<file path="config.mk">
export PLATFORM = sky130hd
export DESIGN_NAME = seq_divider
export DESIGN_NICKNAME = d
export VERILOG_FILES = /design/src/rtl/seq_divider_pkg.sv /design/src/rtl/seq_divider_div_step.sv /design/src/rtl/seq_divider.sv
export SDC_FILE = /design/constraint.sdc
export NUM_CORES = 1
export LEC_CHECK = 0
export CORE_MARGIN = 2
export CORE_UTILIZATION = 50
export DETAILED_ROUTE_END_ITERATION = 8
export PLACE_DENSITY = 0.72
export SYNTH_ARGS = -nofsm -noshare
export SYNTH_HDL_FRONTEND = slang
export SYNTH_HIERARCHICAL = 1
export SYNTH_SLANG_ARGS = --single-unit
</file>
<file path="constraint.sdc">
create_clock -name clk -period 3.45 [get_ports clk]
set_clock_uncertainty 0.05 [all_clocks]
set_input_delay 0.5175 -clock clk [delete_from_list [all_inputs] [get_ports clk]]
set_output_delay 0.5175 -clock clk [all_outputs]
set_load 0.005 [all_outputs]
</file>
<file path="src/rtl/seq_divider_pkg.sv">
// Shared definitions for the sequential restoring divider.
//   state_t     : FSM state encoding (ST_IDLE, ST_BUSY, ST_DONE)
//   DEF_WIDTH   : default operand width
//   cnt_width() : width of the step counter, which must hold the value WIDTH
package seq_divider_pkg;

  localparam int DEF_WIDTH = 16;

  typedef enum logic [1:0] {
    ST_IDLE = 2'd0,
    ST_BUSY = 2'd1,
    ST_DONE = 2'd2
  } state_t;

  function automatic int cnt_width(input int w);
    return $clog2(w + 1);
  endfunction

endpackage

</file>
<file path="src/rtl/seq_divider_div_step.sv">
// One restoring-division step (combinational).
//   rem      in  WIDTH    current partial remainder (always < divisor)
//   dvd_msb  in  1        dividend bit being shifted into the remainder
//   dvs      in  WIDTH    divisor
//   rem_next out WIDTH    partial remainder after this step
//   qbit     out 1        quotient bit produced by this step
// The trial subtraction is done in WIDTH+1 bits; its MSB is the sign.
// Because the incoming remainder is below the divisor, the restored or
// subtracted result is again below the divisor and fits in WIDTH bits.
module seq_divider_div_step #(
  parameter int WIDTH = 16
) (
  input  logic [WIDTH-1:0] rem,
  input  logic             dvd_msb,
  input  logic [WIDTH-1:0] dvs,
  output logic [WIDTH-1:0] rem_next,
  output logic             qbit
);

  logic [WIDTH:0] shifted;
  logic [WIDTH:0] trial;

  always_comb begin
    shifted  = {rem, dvd_msb};
    trial    = shifted - {1'b0, dvs};
    qbit     = ~trial[WIDTH];
    rem_next = qbit ? trial[WIDTH-1:0] : shifted[WIDTH-1:0];
  end

endmodule

</file>
<file path="src/rtl/seq_divider.sv">
// Sequential restoring divider, one quotient bit per clock.
//   clk       in  1         system clock (rising edge)
//   rst       in  1         synchronous active-high reset
//   num1      in  WIDTH     dividend, sampled on an accepted valid
//   num2      in  WIDTH     divisor, sampled on an accepted valid
//   valid     in  1         request strobe, accepted in IDLE or DONE
//   busy      out 1         operation in progress
//   ready     out 1         result valid until the next accepted valid
//   div_zero  out 1         divisor was zero (quotient all-ones, remainder num1)
//   result    out 2*WIDTH   {remainder, quotient}
//   dbg_state out state_t   current FSM state, for observation only
// Handshake: a request is taken on any rising edge where valid=1 and the
// FSM is in IDLE or DONE; valid during BUSY is ignored. ready rises when a
// result is available and stays high, with result stable, until the next
// request is taken. All outputs are registered.
module seq_divider
  import seq_divider_pkg::*;
#(
  parameter int WIDTH = DEF_WIDTH
) (
  input  logic               clk,
  input  logic               rst,
  input  logic [WIDTH-1:0]   num1,
  input  logic [WIDTH-1:0]   num2,
  input  logic               valid,
  output logic               busy,
  output logic               ready,
  output logic               div_zero,
  output logic [2*WIDTH-1:0] result,
  output state_t             dbg_state
);

  localparam int CW = cnt_width(WIDTH);

  state_t           state_q, state_d;
  logic [CW-1:0]    count_q;
  logic [WIDTH-1:0] dvd_q;
  logic [WIDTH-1:0] dvs_q;
  logic [WIDTH-1:0] rem_q;
  logic [WIDTH-1:0] rem_next;
  logic             qbit;
  logic             accept;

  seq_divider_div_step #(.WIDTH(WIDTH)) u_step (
    .rem      (rem_q),
    .dvd_msb  (dvd_q[WIDTH-1]),
    .dvs      (dvs_q),
    .rem_next (rem_next),
    .qbit     (qbit)
  );

  assign dbg_state = state_q;

  always_ff @(posedge clk) begin
    if (rst) state_q <= ST_IDLE;
    else     state_q <= state_d;
  end

  always_comb begin
    state_d = state_q;
    accept  = 1'b0;
    case (state_q)
      ST_IDLE, ST_DONE: begin
        if (valid) begin
          accept  = 1'b1;
          state_d = (num2 == '0) ? ST_DONE : ST_BUSY;
        end
      end
      ST_BUSY: begin
        // Count reaching zero means all WIDTH bits are done; this extra
        // edge publishes the result.
        if (count_q == '0) state_d = ST_DONE;
      end
      default: state_d = ST_IDLE;
    endcase
  end

  always_ff @(posedge clk) begin
    if (rst) begin
      count_q  <= '0;
      dvd_q    <= '0;
      dvs_q    <= '0;
      rem_q    <= '0;
      busy     <= 1'b0;
      ready    <= 1'b0;
      div_zero <= 1'b0;
      result   <= '0;
    end else if (accept) begin
      if (num2 == '0) begin
        result   <= {num1, {WIDTH{1'b1}}};
        ready    <= 1'b1;
        div_zero <= 1'b1;
        busy     <= 1'b0;
      end else begin
        dvd_q    <= num1;
        dvs_q    <= num2;
        rem_q    <= '0;
        count_q  <= CW'(WIDTH);
        ready    <= 1'b0;
        div_zero <= 1'b0;
        busy     <= 1'b1;
      end
    end else if (state_q == ST_BUSY) begin
      if (count_q == '0) begin
        result <= {rem_q, dvd_q};
        ready  <= 1'b1;
        busy   <= 1'b0;
      end else begin
        // Quotient bits fill the dividend register from the LSB as its
        // MSBs are consumed, so it ends up holding the quotient.
        rem_q   <= rem_next;
        dvd_q   <= {dvd_q[WIDTH-2:0], qbit};
        count_q <= count_q - CW'(1);
      end
    end
  end

endmodule

</file>
==> flow_summary_export.csv, run 1 <==
group,metric,value,unit
sta,min_period,3.237,ns
synthesis,avgSynthCellArea,9.243,um^2
final_layout,nets,607,
drt,vias_per_cell,5.930,
floorplan,die_w,99.27,um
cts,cts_buffer_depth,2,
final_layout,num_antenna_cells,0,
floorplan,fp.dieH,99.27,um
synthesis,synth_area,0.004538,mm^2
place,placed_area,0.005310,mm^2
sta,setup_tns,0,ns
sta,rsz0062_at_grt,"no",
place,placedCellCount,650,
setup_path,critPathMaxStageDelay,0.43,ns
floorplan,die_area,0.009855,mm^2
final_layout,post-route-util,63.14,%
drt,firstDrtPassIters,5,
setup_path,slowest_stage,"a311oi_2",
setup_path,critPathRequiredTime,3.62,ns
synthesis,synth_edf_count,0,
synthesis,ys_types,55,
sta,setup_viol,0,
setup_path,path_cells,"inv_1, ha_1, fa_1, nor2b_1, o31a_1, o41a_1, and4_4, a311oi_2, xnor2_4, buf_12, mux2_2, nand2_1, a21oi_1",
drt,num_vias,3955,
grt,grtUsageTotal,22.83,%
cts,htree_levels,3,
final_layout,drive_above_1_share,15.38,%
cts,clk_pin_slew,0.09,ns
place,io_buffers,71,
drt,wl,11030,um
sta,hold_violations,0,
status,status,"finished clean",
synthesis,ys_seq_area_share,39.70,%
cts,clkLatencyLatePin,0.35,ns
power,max-vdd-ir-drop,264.6,uV
floorplan,core_area,0.008763,mm^2
floorplan,floorplan.initialDensity,51.78,%
grt,grt_pass1_vias,3735,
drt,drtAntennaViolNets,0,
setup_path,cp.arrival,3.40,ns
synthesis,syn-num-nets,544,
power,power.leakage,2.076,nW
setup_path,crit_family,"compound AO/OA/AOI/OAI gates",
flow_run,cap_violations,0,
setup_path,critPathCaptureType,"flip-flop",
setup_path,cp_max_fo,17,
setup_path,critPathKind,"reg2reg",
drt,drc_errors,0,
grt,grt_max_degree,52,
synthesis,ys_ff_latch,90,
floorplan,rows,34,
drt,routedWlPerCell,16.53,um
floorplan,io_pins,72,
synthesis,netlist_instances,491,
setup_path,cp-start-kind,"flip-flop",
synthesis,synth_ff_type,"dfxtp_1",
place,hpwl,7788,um
grt,grt_pass1_wl,18460,um
synthesis,async_flop_share,0,%
final_layout,final_cells,667,
cts,cts_buffers,9,
power,powerDensity,473.4,mW/mm^2
sta,slew_headroom,52.22,%
sta,worst_pin_slew,0.7150,ns
cts,cts_sinks,90,
sta,slew_violations,0,
final_layout,syn_to_final_growth,21.92,%
cts,root_buffer,"clkbuf_8",
sta,min_period_over_period,93.81,%
cts,cts_tree,"done",
final_layout,fin_area,0.005533,mm^2
grt,antenna_found_initial,0,
setup_path,critPathBufInv,2,
grt,gr-total-overflow,0,
worst_hold_path,hold_class,"reg2reg",
place,gp_routability_congestion,0.8552,
synthesis,ys_warn_count,6,
sta,timing.fmax,309.0,MHz
drt,drtIter0Drc,222,
## repair_timing
action / in CTS / in global routing
setup buffers: 0 / 1
hold buffers: 0 / 0
gates resized for setup: 1 / 0
pin swaps: 0 / 1
endpoints found under the setup margin: 16 / 11
## state kept, by name, indices dropped and copies added (netlist names)
signal and cells:
busy 1, count_q 5, dbg_state 2, div_zero 1
dvd_q 16, dvs_q 16, ready 1, rem_q 16
result 32
## per-stage QoR
step                      power [mW]  hold slack (ns)  setup slack, ns
after floorplan                1.670           0.3863           0.4538
after global placement         1.901           0.3946         0.002091
after detailed placement       1.913           0.3974          -0.1234
after CTS                      2.619           0.4104           0.1280
after global routing           2.751           0.4304          0.07208
final                          2.619           0.4091           0.2135
## worst reg2reg max path, delay by kind of cell, from the launching register on
family | cells | cell delay (ns)
flops | 1 | 0.34
buf+inv | 2 | 0.27
compound gates | 4 | 1.15
xor+xnor | 1 | 0.17
simple gates | 3 | 0.37
fa+ha+maj | 2 | 0.42
mux | 1 | 0.34
## cell usage in the layout, fill, tap and decap left out, types with 2 or more instances in the layout
cell type,n
xnor2_1,7
inv_6,4
mux2_2,7
a21oi_1,45
o21ai_0,8
inv_1,21
mux2i_1,2
nand2b_1,4
o221a_2,25
nor3_1,21
o41a_1,2
a211oi_1,3
nor2_1,25
nor2b_1,4
or4_4,2
o21a_1,19
o21bai_1,2
mux2_4,7
o31ai_1,2
a21o_1,4
or4_1,2
dfxtp_1,90
o221ai_2,7
o221ai_1,9
buf_4,13
clkdlybuf4s50_1,71
buf_12,2
xor2_1,5
ha_1,17
nand3_1,25
clkbuf_8,10
nand2_1,59
o221a_1,7
and2_1,3
o211a_1,2
## cell type report
type                            instances  area [um^2]
Fill cell                             755         3231
Timing Repair Buffer                   86        848.3
Tap cell                              108        135.1
Clock inverter                          6        53.80
Inverter                               22        82.58
Sequential cell                        90         1802
Multi-Input combinational cell        345         2474
Clock buffer                           10        137.6
## worst paths after layout
kind | from | end | slack [ns] | cells past startpoint
setup reg to reg | dvd_q[15] | rem_q[15] | 0.21 | 13
setup / recovery | dvd_q[15] | rem_q[15] | 0.21 | 13
hold reg to reg | dvs_q[13] | dvs_q[13] | 0.41 | 2
hold / removal | dvs_q[13] | dvs_q[13] | 0.41 | 2
## cells in the mapped netlist (2+ instances only)
master    count  share of area, %
buf_2         6              0.66
dfxtp_1      90                40
o31ai_1       2              0.33
ha_1         17               4.7
mux2_4        7               2.3
a211oi_1      3              0.50
or4_4         2              0.50
mux2_2        7               1.7
nor3_1       21               2.3
inv_1        21               1.7
o21a_1       19               3.1
mux2i_1       2              0.44
clkbuf_1     20               1.7
nand2b_1      4              0.55
o221ai_1      9               1.7
o21ai_0       8              0.88
nor2_1       25               2.1
o221a_2      25               6.2
o211a_1       2              0.44
or4_1         2              0.33
o41a_1        2              0.50
a21oi_1      45               5.0
nor2b_1       4              0.55
o221a_1       7               1.7
o221ai_2      7               2.3
buf_6         7               1.7
xor2_1        5              0.96
o21bai_1      2              0.33
xnor2_1       7               1.4
a21o_1        4              0.66
nand2_1      59               4.9
nand3_1      25               2.8
and2_1        3              0.41
## per-layer routing
layer	track usage (%)	vias up	share of wire (%)
li1	-	1943	-
met1	30.39	1870	45
met2	38.20	118	48
met3	3.303	24	4.6
met4	7.587	0	2.5
met5	0	-	0
## cells by family (layout without fill, tap and decap cells)
kind of cell             after synthesis  in the layout  share of synthesized area (%)
AO/OA/AOI/OAI                        144            144                          26.00
XOR/XNOR                              13             13                          2.674
adder cells (fa/ha/maj)               18             18                          5.128
buffers and inverters                 56            124                          6.038
flip-flops                            90             90                          39.70
multiplexers                          16             16                          4.494
AND/OR/NAND/NOR                      154            154                          15.96
## power breakdown
| part | switching [mW] | leakage, nW | internal, mW | total [mW] |
|---|---|---|---|---|
| clock network | 0.412 | 0.0962 | 0.298 | 0.710 |
| logic | 0.333 | 1.24 | 0.383 | 0.716 |
| registers | 0.0637 | 0.737 | 1.13 | 1.19 |
Note: power is estimated with default switching activity, not from simulation.
==> inputs of run 2 (changes only) <==
Settings changed: CTS_CLUSTER_DIAMETER set to 40.
==> results of run 2 <==
The final DEF is identical to that of run 1; final timing and power are the same.
